===== src/rtl/icb_arb_pkg.sv =====
// Shared constants for the ICB debug arbiter: master IDs, default outstanding depth and a
// constant-safe ceil(log2) helper.
package icb_arb_pkg;

  localparam logic ID_CORE = 1'b0;
  localparam logic ID_DBG  = 1'b1;

  localparam int unsigned DEF_OUTS_DEPTH = 4;

  // ceil(log2(v)), usable in parameter expressions
  function automatic int unsigned clog2(input int unsigned v);
    int unsigned r;
    r = 0;
    for (int unsigned i = 0; i < 32; i++) begin
      if ((32'd1 << i) < v) r = i + 1;
    end
    return r;
  endfunction

endpackage


===== src/rtl/icb_arb_id_fifo.sv =====
// In-order 1-bit ID FIFO recording which master issued each outstanding command.
// Push is ignored when full, pop is ignored when empty.
module icb_arb_id_fifo
  import icb_arb_pkg::*;
#(
  parameter int unsigned Depth = DEF_OUTS_DEPTH,
  localparam int unsigned PtrW = clog2(Depth),
  localparam int unsigned CntW = PtrW + 1
) (
  input  logic            clk,
  input  logic            rstn,
  input  logic            push_i,
  input  logic            id_i,
  input  logic            pop_i,
  output logic            full_o,
  output logic            empty_o,
  output logic            head_o,
  output logic [CntW-1:0] count_o
);

  logic [Depth-1:0] mem_q, mem_d;
  logic [PtrW-1:0]  wr_ptr_q, wr_ptr_d, rd_ptr_q, rd_ptr_d;
  logic [CntW-1:0]  count_q, count_d;
  logic             do_push, do_pop;

  assign full_o  = (count_q == CntW'(Depth));
  assign empty_o = (count_q == '0);
  assign head_o  = mem_q[rd_ptr_q];
  assign count_o = count_q;

  // Next-state: pointers wrap naturally since Depth is a power of two
  always_comb begin
    do_push  = push_i && !full_o;
    do_pop   = pop_i && !empty_o;
    mem_d    = mem_q;
    wr_ptr_d = wr_ptr_q;
    rd_ptr_d = rd_ptr_q;
    count_d  = count_q;
    if (do_push) begin
      mem_d[wr_ptr_q] = id_i;
      wr_ptr_d        = wr_ptr_q + PtrW'(1);
    end
    if (do_pop) rd_ptr_d = rd_ptr_q + PtrW'(1);
    unique case ({do_push, do_pop})
      2'b10:   count_d = count_q + CntW'(1);
      2'b01:   count_d = count_q - CntW'(1);
      default: count_d = count_q;
    endcase
  end

  // State registers
  always_ff @(posedge clk or negedge rstn) begin
    if (!rstn) begin
      mem_q    <= '0;
      wr_ptr_q <= '0;
      rd_ptr_q <= '0;
      count_q  <= '0;
    end else begin
      mem_q    <= mem_d;
      wr_ptr_q <= wr_ptr_d;
      rd_ptr_q <= rd_ptr_d;
      count_q  <= count_d;
    end
  end

endmodule


===== src/rtl/icb_dbg_arbiter.sv =====
// 2:1 ICB arbiter: core LSU (m0) and debug jtag2icb (m1) share one system-bus slave port.
// Commands pass through combinationally; an ID FIFO routes in-order responses back.
// Build option: define ICB_ARB_RR_EN for round-robin, otherwise m1 has fixed priority.
module icb_dbg_arbiter
  import icb_arb_pkg::*;
#(
  parameter int unsigned AW         = 32,
  parameter int unsigned DW         = 32,
  parameter int unsigned OUTS_DEPTH = DEF_OUTS_DEPTH
) (
  input  logic            clk,
  input  logic            rstn,
  input  logic            m0_cmd_valid,
  output logic            m0_cmd_ready,
  input  logic [AW-1:0]   m0_cmd_addr,
  input  logic [DW-1:0]   m0_cmd_wdata,
  input  logic            m0_cmd_read,
  input  logic [DW/8-1:0] m0_cmd_wmask,
  output logic            m0_rsp_valid,
  input  logic            m0_rsp_ready,
  output logic [DW-1:0]   m0_rsp_rdata,
  output logic            m0_rsp_err,
  input  logic            m1_cmd_valid,
  output logic            m1_cmd_ready,
  input  logic [AW-1:0]   m1_cmd_addr,
  input  logic [DW-1:0]   m1_cmd_wdata,
  input  logic            m1_cmd_read,
  input  logic [DW/8-1:0] m1_cmd_wmask,
  output logic            m1_rsp_valid,
  input  logic            m1_rsp_ready,
  output logic [DW-1:0]   m1_rsp_rdata,
  output logic            m1_rsp_err,
  output logic            s_cmd_valid,
  input  logic            s_cmd_ready,
  output logic [AW-1:0]   s_cmd_addr,
  output logic [DW-1:0]   s_cmd_wdata,
  output logic            s_cmd_read,
  output logic [DW/8-1:0] s_cmd_wmask,
  input  logic            s_rsp_valid,
  output logic            s_rsp_ready,
  input  logic [DW-1:0]   s_rsp_rdata,
  input  logic            s_rsp_err,
  output logic            arb_busy
);

  localparam int unsigned CntW = clog2(OUTS_DEPTH) + 1;

  logic            lock_q, lock_d, lock_id_q, lock_id_d;
  logic            gnt_vld, gnt_id, both_pick, cmd_hs;
  logic            fifo_full, fifo_empty, fifo_head, fifo_pop;
  logic [CntW-1:0] fifo_count;

`ifdef ICB_ARB_RR_EN
  logic last_grant_q, last_grant_d;

  // Round-robin pointer follows every accepted command
  always_comb begin
    last_grant_d = cmd_hs ? gnt_id : last_grant_q;
  end

  // Round-robin pointer register
  always_ff @(posedge clk or negedge rstn) begin
    if (!rstn) last_grant_q <= ID_CORE;
    else       last_grant_q <= last_grant_d;
  end

  assign both_pick = ~last_grant_q;
`else
  assign both_pick = ID_DBG;
`endif

  // Grant: a stalled command owns the slave until it handshakes; nothing issues while full
  always_comb begin
    gnt_vld = 1'b0;
    gnt_id  = ID_CORE;
    if (lock_q) begin
      gnt_vld = 1'b1;
      gnt_id  = lock_id_q;
    end else if (!fifo_full) begin
      if (m0_cmd_valid && m1_cmd_valid) begin
        gnt_vld = 1'b1;
        gnt_id  = both_pick;
      end else if (m1_cmd_valid) begin
        gnt_vld = 1'b1;
        gnt_id  = ID_DBG;
      end else if (m0_cmd_valid) begin
        gnt_vld = 1'b1;
        gnt_id  = ID_CORE;
      end
    end
  end

  assign s_cmd_valid  = gnt_vld;
  assign s_cmd_addr   = (gnt_id == ID_DBG) ? m1_cmd_addr  : m0_cmd_addr;
  assign s_cmd_wdata  = (gnt_id == ID_DBG) ? m1_cmd_wdata : m0_cmd_wdata;
  assign s_cmd_read   = (gnt_id == ID_DBG) ? m1_cmd_read  : m0_cmd_read;
  assign s_cmd_wmask  = (gnt_id == ID_DBG) ? m1_cmd_wmask : m0_cmd_wmask;
  assign cmd_hs       = s_cmd_valid && s_cmd_ready;
  assign m0_cmd_ready = gnt_vld && (gnt_id == ID_CORE) && s_cmd_ready;
  assign m1_cmd_ready = gnt_vld && (gnt_id == ID_DBG) && s_cmd_ready;

  // Lock next-state: hold the granted master while the slave back-pressures
  always_comb begin
    lock_d    = lock_q;
    lock_id_d = lock_id_q;
    if (s_cmd_valid && !s_cmd_ready) begin
      lock_d    = 1'b1;
      lock_id_d = gnt_id;
    end else if (cmd_hs) begin
      lock_d = 1'b0;
    end
  end

  // Lock registers
  always_ff @(posedge clk or negedge rstn) begin
    if (!rstn) begin
      lock_q    <= 1'b0;
      lock_id_q <= ID_CORE;
    end else begin
      lock_q    <= lock_d;
      lock_id_q <= lock_id_d;
    end
  end

  icb_arb_id_fifo #(
    .Depth (OUTS_DEPTH)
  ) u_id_fifo (
    .clk     (clk),
    .rstn    (rstn),
    .push_i  (cmd_hs),
    .id_i    (gnt_id),
    .pop_i   (fifo_pop),
    .full_o  (fifo_full),
    .empty_o (fifo_empty),
    .head_o  (fifo_head),
    .count_o (fifo_count)
  );

  // Response demux: only the head master sees the response; stray responses stall
  assign m0_rsp_valid = s_rsp_valid && !fifo_empty && (fifo_head == ID_CORE);
  assign m1_rsp_valid = s_rsp_valid && !fifo_empty && (fifo_head == ID_DBG);
  assign s_rsp_ready  = !fifo_empty &&
                        ((fifo_head == ID_DBG) ? m1_rsp_ready : m0_rsp_ready);
  assign fifo_pop     = s_rsp_valid && s_rsp_ready;
  assign m0_rsp_rdata = s_rsp_rdata;
  assign m1_rsp_rdata = s_rsp_rdata;
  assign m0_rsp_err   = s_rsp_err;
  assign m1_rsp_err   = s_rsp_err;

  assign arb_busy = (fifo_count != '0) || lock_q;

endmodule


===== config.mk =====
export PLATFORM = sky130hd
export DESIGN_NAME = icb_dbg_arbiter
export DESIGN_NICKNAME = d
export VERILOG_FILES = /design/src/rtl/icb_arb_pkg.sv /design/src/rtl/icb_arb_id_fifo.sv /design/src/rtl/icb_dbg_arbiter.sv
export SDC_FILE = /design/constraint.sdc
export NUM_CORES = 1
export LEC_CHECK = 0
export ABC_AREA = 1
export BUFFER_PORTS_ARGS = -buffer_cell sky130_fd_sc_hd__buf_4
export CORE_AREA = 2 2 124 126
export CTS_CLUSTER_DIAMETER = 40
export DETAILED_ROUTE_END_ITERATION = 10
export DIE_AREA = 0 0 126 128
export PLACE_DENSITY = 0.55
export SYNTH_ARGS = -nofsm -noshare
export SYNTH_HDL_FRONTEND = slang
export SYNTH_SLANG_ARGS = --single-unit

===== constraint.sdc =====
create_clock -name clk -period 2.37 [get_ports clk]
set_input_delay 0.237 -clock clk [delete_from_list [all_inputs] [get_ports clk]]
set_output_delay 0.237 -clock clk [all_outputs]
set_load 0.02 [all_outputs]

# Word level (Yosys, flattened, before mapping)
# Index checks and enable logic that the tools add are counted.
[word_totals]
elab_cells = 63
ff_bits = 13
[op_classes]
n_bitwise = 2
n_reduce_logical = 23
magnitude_cmp = 3
n_eq_ne = 3
n_addsub = 4
mux = 22
[op_table]
columns = ["cell", "n"]
rows = [
  ["32-bit two-way mux", 2],
  ["1-bit logical AND", 15],
  ["1-bit two-way mux", 15],
  ["2-bit by 3-bit < comparator with 1-bit output, second input constant", 2],
  ["3-bit case mux with 2 select lines", 1],
  ["2-bit by 1-bit adder with 2-bit output, second input constant", 2],
  ["4-bit bitwise mux", 1],
  ["4-bit two-way mux", 1],
  ["2-bit nonzero test", 2],
  ["3-bit by 1-bit adder with 3-bit output, second input constant", 1],
  ["3-bit equality test, second input constant", 1],
  ["1-bit zero test", 3],
  ["3-bit zero test", 1],
  ["3-bit nonzero test", 1],
  ["3-bit by 1-bit subtractor with 3-bit output, second input constant", 1],
  ["1-bit binary-select mux with 2-bit select", 1],
  ["1-bit demux with 2-bit select", 1],
  ["2-bit by 1-bit equality test with 1-bit output, second input constant", 1],
  ["2-bit equality test, second input constant", 1],
  ["2-bit by 1-bit greater-or-equal comparator with 1-bit output, second input constant", 1],
  ["1-bit inverter", 2],
  ["1-bit logical OR", 1],
]

# Longest topological paths before layout
# Gate-level depths: netlist of the first run.
[depth]
depth_word = 9
mapped_depth = 13
depth_no_buf = 13

# Modules after synthesis
# From an unflattened synthesis of the first run, not the netlist that was laid out.
[hier_totals]
cells_unflattened = 403
area_unflattened_um2 = 2270.9
[by_module_without_submodules]
columns = ["mod", "cells_each", "seq_area_each_um2", "area_each_um2", "instances"]
rows = [
  ["icb_dbg_arbiter", 320, 50.0, 1602.8, 1],
  ["icb_arb_id_fifo", 83, 275.3, 668.1, 1],
]

# Worst setup path after synthesis of the first run
# Ideal clock, no wire load.
[synth_timing]
path_type = "reg2reg"
from = "register u_id_fifo.rd_ptr_q[0]"
to = "register u_id_fifo.count_q[2], in the netlist u_id_fifo.count_o[2]"
arrival_ps = 1849
setup_ps = 131
path_slack_ps = 390
required_time_ps = 2239
path_stages_with_launch = 14
cell_sequence = "dfrtp_1 > inv_1 > nand2_1 > nand3_1 > nand2_1 > nand2_1 > nand3_1 > inv_1 > ha_1 > inv_1 > fa_1 > a21oi_1 > o21ai_0 > xor2_1"
[synth_via]
elab_chain_cells = 8
elab_cells_between_ends = 10
cone_classes = "2 x eq/ne; 4 x mux; 4 x reduce/logical"
[synth_rtl]
columns = ["item", "line", "rtl"]
rows = [
  ["start, declared", "icb_arb_id_fifo.sv:22", "logic [PtrW-1:0] wr_ptr_q, wr_ptr_d, rd_ptr_q, rd_ptr_d;"],
  ["start signal, assigned", "icb_arb_id_fifo.sv:61", "rd_ptr_q <= rd_ptr_d;"],
  ["1-bit binary-select mux with 2-bit select *", "icb_arb_id_fifo.sv:28", "assign head_o = mem_q[rd_ptr_q];"],
  ["1-bit two-way mux (not written as such) *", "icb_arb_id_fifo.sv:28", ""],
  ["1-bit two-way mux *", "icb_dbg_arbiter.sv:143", "((fifo_head == ID_DBG) ? m1_rsp_ready : m0_rsp_ready);"],
  ["1-bit logical AND *", "icb_dbg_arbiter.sv:142", "assign s_rsp_ready = !fifo_empty &&"],
  ["1-bit logical AND *", "icb_dbg_arbiter.sv:144", "assign fifo_pop = s_rsp_valid && s_rsp_ready;"],
  ["1-bit logical AND *", "icb_arb_id_fifo.sv:34", "do_pop = pop_i && !empty_o;"],
  ["net u_id_fifo.do_pop", "icb_arb_id_fifo.sv:24", "logic do_push, do_pop;"],
  ["2-bit by 1-bit equality test with 1-bit output or 2-bit equality test (tied branches)", "icb_arb_id_fifo.sv:44", "unique case ({do_push, do_pop})"],
  ["3-bit case mux with 2 select lines or 2-bit nonzero test (tied branches)", "-", ""],
  ["end signal, assigned", "icb_arb_id_fifo.sv:62", "count_q <= count_d;"],
  ["end, declared", "icb_arb_id_fifo.sv:23", "logic [CntW-1:0] count_q, count_d;"],
]
# Mark *: on every way through the listed nets, which the timed path passes. The rest lies on a longest branch. The select of a mux whose other input is x is not followed.
# A chain may end at the register's enable or synchronous reset.

# Worst setup path in the final report of the first run
# Ends and elaborated chain as after synthesis.

==> run summary, run 1 <==
status - complete, no violations
Setup violations, final - 0
gr usage total - 9.06%
total gr overflow - 0
share of layout cells above drive strength 1 - 42.8%
max frequency - 0.461 GHz
CP endpoint kind - flip-flop
top cell type's share of synthesized area - 40.5%
Die Y - 128 µm
Max Slew Vio Count - 0
TritonRoute pass-1 iters - 4
Total Wirelength - 8.23 mm
Clock Skew - 0.00479 ns
hold crit path type - in2reg
CTS Buf Count - 3
ys flop type - dfrtp_1
residual DRC count - 0
critical path type - reg2reg
vias in the first global route - 2434
fin nets - 733
clock buffer depth - 2
antenna violations before repair - 0
die area - 16100 µm²
Initial Util - 14.8%
IO Count - 321
vias per inst - 3.74
final hold vios - 0
Clock Sinks - 13
fill cell count - 1703
Min Hold Slack - 0.325 ns
CP Launch Type - flip-flop
Final Power - 3.52 mW
P_sw - 1.86 mW
initial DRC count - 116
Setup Fix Bufs, Post-CTS - 0
placer congestion estimate - 0.795
syn avg cell area - 5.52 µm²
P_int - 1.66 mW
register area share after synthesis - 14.8%
worst skew pair latency - 0.24 ns
synthesized area - 2200 µm²
clk root buf - clkbuf_16
switching share of power - 52.8%
worst hold path depth - 4
synth warn - 0
first-pass GRT wire length - 11.9 mm
Clock Power Share - 9.1%
port bufs - 221
post-synthesis cell type count - 18
slew margin rel. - 68.3%
Tcrit/Tclk final - 91.5%
R2R depth - 13
Peak VDD IR - 0.000429 V
Post-synth EDFFs - 0
Die Width - 126 µm
# diodes - 0
measured slew at the worst slew-check pin - 0.475 ns
Seq cells post-synth - 13
top area cells in the synthesized netlist - nand2_1, buf_4, dfrtp_1, inv_1, buf_6
Pleak - 2.21 nW
Tmin final - 2.17 ns
Combinational Power Share - 79.6%
H-tree depth - 1
CTS tree - yes
Cell Rows - 45
post_cts resized - 0
top-count cell post-synth - nand2_1
syn nets - 583
pin count of the biggest net entering global routing - 47
Synth async-reset ratio - 100%
Mapped Cells - 398
detailed-route via count - 2746
hold bufs inserted after CTS - 1
routed wire length per instance - 11.2 µm
dominant cell type by area after synthesis - nand2_1
DRT antenna net count - 0
Critical Path AT - 2.29 ns
Detailed Place HPWL - 6.89 mm
top post-synthesis cells by count - nand2_1, buf_4, inv_1
Required @ worst endpoint - 2.49 ns
P&R area growth vs syn - 63.8%
Flop pwr share - 11.3%
RSZ-0062 raised after global routing - no
Pwr Density - 977 nW/µm²
Clock Pin Slew Worst Setup and Hold Paths - 0.05 ns
max_cap viols - 0
crit path max fanout - 4
setup TNS - 0 ns
CORE AREA - 14900 µm²
[critical path, stage by stage, from the launching register on]
cell     delay (ns)
dfrtp_1        0.39
inv_1          0.12
nand2_1        0.06
nand3_1        0.12
nand2_1        0.11
nand2_1        0.09
nand3_1        0.09
inv_1          0.07
ha_1           0.13
inv_1          0.06
fa_1           0.38
a21oi_1        0.15
o21ai_0        0.11
xor2_1         0.15
[routing by layer]
layer  routed length (µm)  GRT usage (%)
met1                 3060           9.96
met2                 4200           16.6
met3                  795           2.38
met4                  183           3.49
met5                    0              0
[power groups by stage]
stage	Clock [mW]	Combinational (mW)	Sequential, mW
6_report	0.320	2.80	0.397
3_3_place_gp	0	2.84	0.397
4_1_cts	0.330	2.85	0.400
3_5_place_dp	0	2.83	0.403
5_1_grt	0.340	3.09	0.414
2_1_floorplan	0	1.91	0.384
[cell type report]
class / count / area [µm²] / area share, %
multi-input combinational: 279 / 1160 / 32.3
tap: 188 / 235 / 6.53
sequential: 13 / 325 / 9.03
timing repair buffer: 227 / 1710 / 47.4
inverter: 24 / 90.1 / 2.50
clock buffer: 4 / 78.8 / 2.19
[flip-flops by register name, indices dropped and copies added, names as in the netlist]
name and flops:
lock_id_q 1, u_id_fifo.count_o 3, lock_q 1, u_id_fifo.mem_q 4, u_id_fifo.wr_ptr_q 2, u_id_fifo.rd_ptr_q 2
[path summary, 6_finish.rpt]
path	slack [ns]	endpoint	start
max reg2reg	0.20	u_id_fifo.count_o[2]$_DFFE_PN0P_	u_id_fifo.rd_ptr_q[0]$_DFFE_PN0P_
max	0.20	u_id_fifo.count_o[2]$_DFFE_PN0P_	u_id_fifo.rd_ptr_q[0]$_DFFE_PN0P_
min in group asynchronous	0.37	lock_q$_DFFE_PN0P_	rstn
max in group asynchronous	1.82	u_id_fifo.mem_q[2]$_DFFE_PN0P_	rstn
min reg2reg	0.48	lock_id_q$_DFFE_PN0P_	lock_id_q$_DFFE_PN0P_
min	0.32	lock_q$_DFFE_PN0P_	s_cmd_ready
[layout by cell type, fill, tap and decap left out, types with 2 or more instances in the layout]
master	Yosys	layout
nand3_1	9	9
inv_2	2	2
clkbuf_16	0	3
nand3_2	2	2
buf_4	68	226
o21ai_0	7	7
ha_1	5	5
nand2_1	237	237
nor2_1	10	10
a21oi_1	3	3
xor2_1	2	2
inv_1	22	22
dfrtp_1	13	13
[kinds of logic after synthesis]
family / synth area share, %
and+or+nand+nor: 45.4
buffers and inverters: 32.2
DFF: 14.8
AOI/OAI and AO/OA: 2.62
adders and majority gates: 3.76
xor gates and xnor gates: 1.20
[metrics by stage]
| step | instances | area [µm²] | worst slack [ns] | utilization, % |
|---|---|---|---|---|
| floorplan | 398 | 2200 | 0.390 | - |
| global route | 735 | 3600 | 0.00646 | 24.2 |
| CTS | 735 | 3600 | 0.225 | 24.2 |
| detailed placement | 730 | 3510 | 0.238 | 23.6 |
| finish | 735 | 3600 | 0.201 | 24.2 |
| global placement | 730 | 3510 | 0.263 | 23.6 |
Note: power is estimated with default switching activity, not from simulation.
==> run 2: changes to the inputs <==
--- a/config.mk
+++ b/config.mk
@@ -13,3 +13,3 @@
 export DIE_AREA = 0 0 126 128
-export PLACE_DENSITY = 0.55
+export PLACE_DENSITY_LB_ADDON = 0.12
 export SYNTH_ARGS = -nofsm -noshare
==> constraint.sdc (replaced) <==
create_clock -name clk -period 2.37 [get_ports clk]
set_input_delay 0.5925 -clock clk [delete_from_list [all_inputs] [get_ports clk]]
set_output_delay 0.5925 -clock clk [all_outputs]
set_load 0.02 [all_outputs]
==> run 2 against run 1 <==
  * Combinational power rose by 8.2%
  * Cell area rose by 2.7%
  * Worst setup slack lost 0.081 ns
==> run summary, run 2 (synthesized netlist as in run 1, its figures left out) <==
Cell Rows - 45 (unchanged)
worst skew pair latency - 0.24 ns (about the same)
Pwr Density - 1020 nW/µm² (+3.9%)
Max Slew Vio Count - 0 (unchanged)
largest register by flop count - u_id_fifo.mem_q
total gr overflow - 0 (unchanged)
# diodes - 0 (unchanged)
Pleak - 2.25 nW (+2.0%)
status - complete, no violations
crit path max fanout - 16 (+12)
hold bufs inserted after CTS - 0 (-1)
Clock Power Share - 8.6% (-0.5 points)
Setup Fix Bufs, Post-CTS - 0 (unchanged)
gr usage total - 11.3% (+2.3 points)
Die Y - 128 µm (unchanged)
Clock Skew - 0.00670 ns (+0.00191 ns)
max_cap viols - 0 (unchanged)
Setup violations, final - 0 (unchanged)
Tmin final - 2.25 ns (+0.0813 ns)
worst path cell trace - inv_2 -> nand3_2 -> nand3_2 -> nand2_2 -> clkinv_4 -> buf_12 -> nand2_1 -> nand2_1 -> buf_4
CTS Buf Count - 3 (unchanged)
placer congestion estimate - 0.758 (-4.6%)
residual DRC count - 0 (unchanged)
routed wire length per instance - 14.4 µm (+29%)
hold crit path type - in2async
fin nets - 734 (+0.14%)
slew margin rel. - 84.5% (+16 points)
IO Count - 321 (unchanged)
P&R area growth vs syn - 68.2%
antenna violations before repair - 0 (unchanged)
die area - 16100 µm² (unchanged)
H-tree depth - 1 (unchanged)
clock buffer depth - 2 (unchanged)
final hold vios - 0 (unchanged)
Cells after DPL - 730 (unchanged)
final core occ - 24.9% (+0.65 points)
CP Launch Type - flip-flop
Die Width - 126 µm (unchanged)
vias in the first global route - 2615 (+7.4%)
Critical Path AT - 1.66 ns (-0.63 ns)
Worst Path Buf+Inv - 4 (+1)
clk root buf - clkbuf_16
Total Wirelength - 10.6 mm (+29%)
Detailed Place HPWL - 8.54 mm (+24%)
dpl ws - 0.111 ns (-0.126 ns)
Peak VDD IR - 0.000306 V (-29%)
measured slew at the worst slew-check pin - 0.232 ns (-0.243 ns)
Clock Pin Slew Worst Setup and Hold Paths - 0.05 ns (about the same)
CORE AREA - 14900 µm² (unchanged)
TritonRoute pass-1 iters - 4 (unchanged)
R2R depth - 13 (unchanged)
most common cell after layout, fill and taps aside - nand2_1
Largest delay share family, worst path - buffers and inverters
DRT antenna net count - 0 (unchanged)
critical path's slowest cell - dfrtp_1
initial DRC count - 65 (-44%)
switching share of power - 52.3% (-0.51 points)
P_sw - 1.96 mW (+5.6%)
fin worst setup slack - 0.119 ns (-0.0813 ns)
critical path type - reg2out
Combinational Power Share - 80.7% (+1.1 points)
Flop pwr share - 10.7% (-0.6 points)
critical path depth - 9 (-4)
final std cells w/o fill - 736 (+0.14%)
CTS tree - yes
detailed-route via count - 2766 (+0.73%)
Tcrit/Tclk final - 95.0% (+3.4 points)
vias per inst - 3.76 (+0.59%)
most frequent cells in the layout - nand2_1, buf_4, inv_1
share of layout cells above drive strength 1 - 43.6% (+0.83 points)
pin count of the biggest net entering global routing - 43 (-8.5%)
port bufs - 221 (unchanged)
max reg flops - 4 (unchanged)
CP endpoint kind - primary output
max frequency - 0.444 GHz (-3.6%)
Required @ worst endpoint - 1.78 ns (-0.71 ns)
P_int - 1.79 mW (+7.8%)
first-pass GRT wire length - 14.4 mm (+21%)
Initial Util - 14.8% (unchanged)
CP max stage delay - 0.39 ns (about the same)
Clock Sinks - 13 (unchanged)
-- run 2: changes by cell type in the layout (fill, tap and decap cells not counted), sizes merged --
cell / before / now
clkbuf: 4 / 5
clkinv: 0 / 2
dlygate4sd3: 1 / 0
inv: 24 / 23
-- run 2: final timing paths --
| kind | start | endpoint | slack [ns] |
|---|---|---|---|
| setup / recovery | u_id_fifo.count_o[0]$_DFFE_PN0P_ | s_cmd_addr[30] | 0.12 |
| hold / removal | rstn | u_id_fifo.rd_ptr_q[1]$_DFFE_PN0P_ | 0.19 |
| setup reg to reg | u_id_fifo.rd_ptr_q[0]$_DFFE_PN0P_ | u_id_fifo.count_o[2]$_DFFE_PN0P_ | 0.24 |
| hold reg to reg | u_id_fifo.count_o[1]$_DFFE_PN0P_ | u_id_fifo.count_o[1]$_DFFE_PN0P_ | 0.47 |
| max in group asynchronous | rstn | lock_id_q$_DFFE_PN0P_ | 2.00 |
| min in group clk | u_id_fifo.count_o[1]$_DFFE_PN0P_ | u_id_fifo.count_o[1]$_DFFE_PN0P_ | 0.47 |
-- run 2: what timing repair did --
action	CTS	global route
gates resized for setup	1	6
endpoints found under the setup margin	1	6
cloned	0	2
-- run 2: layer usage --
layer | track usage (%) | share of wire, %
met4 | 1.55 | 0.27
met5 | 0 | 0
met3 | 4.42 | 10
met1 | 11.5 | 34
met2 | 22.3 | 56
-- run 2: metrics by stage --
stage | total power, mW | instance area (µm²) | setup TNS (ns) | hold WS (ns)
finish | 3.75 | 3700 | 0 | 0.187
global placement | 3.37 | 3550 | 0 | 0.452
CTS | 3.72 | 3630 | 0 | 0.192
detailed placement | 3.37 | 3550 | 0 | 0.457
floorplan | 2.29 | 2200 | 0 | 0.297
global route | 4.11 | 3700 | -0.00160 | 0.195
-- run 2: power by group through the flow --
stage | Clock, mW | Sequential, mW | Combinational (mW)
after floorplan | 0 | 0.384 | 1.91
final | 0.322 | 0.401 | 3.03
after CTS | 0.334 | 0.403 | 2.98
after global routing | 0.345 | 0.417 | 3.35
after detailed placement | 0 | 0.407 | 2.97
after global placement | 0 | 0.404 | 2.97
-- run 2: final cells by class --
cell class	instances	area [µm²]
clock inverter	1	5.00
multi-input combinational	279	1170
tap	188	235
sequential	13	325
clock buffer	3	75.1
fill	1689	11200
inverter	24	95.1
timing repair buffer	228	1790
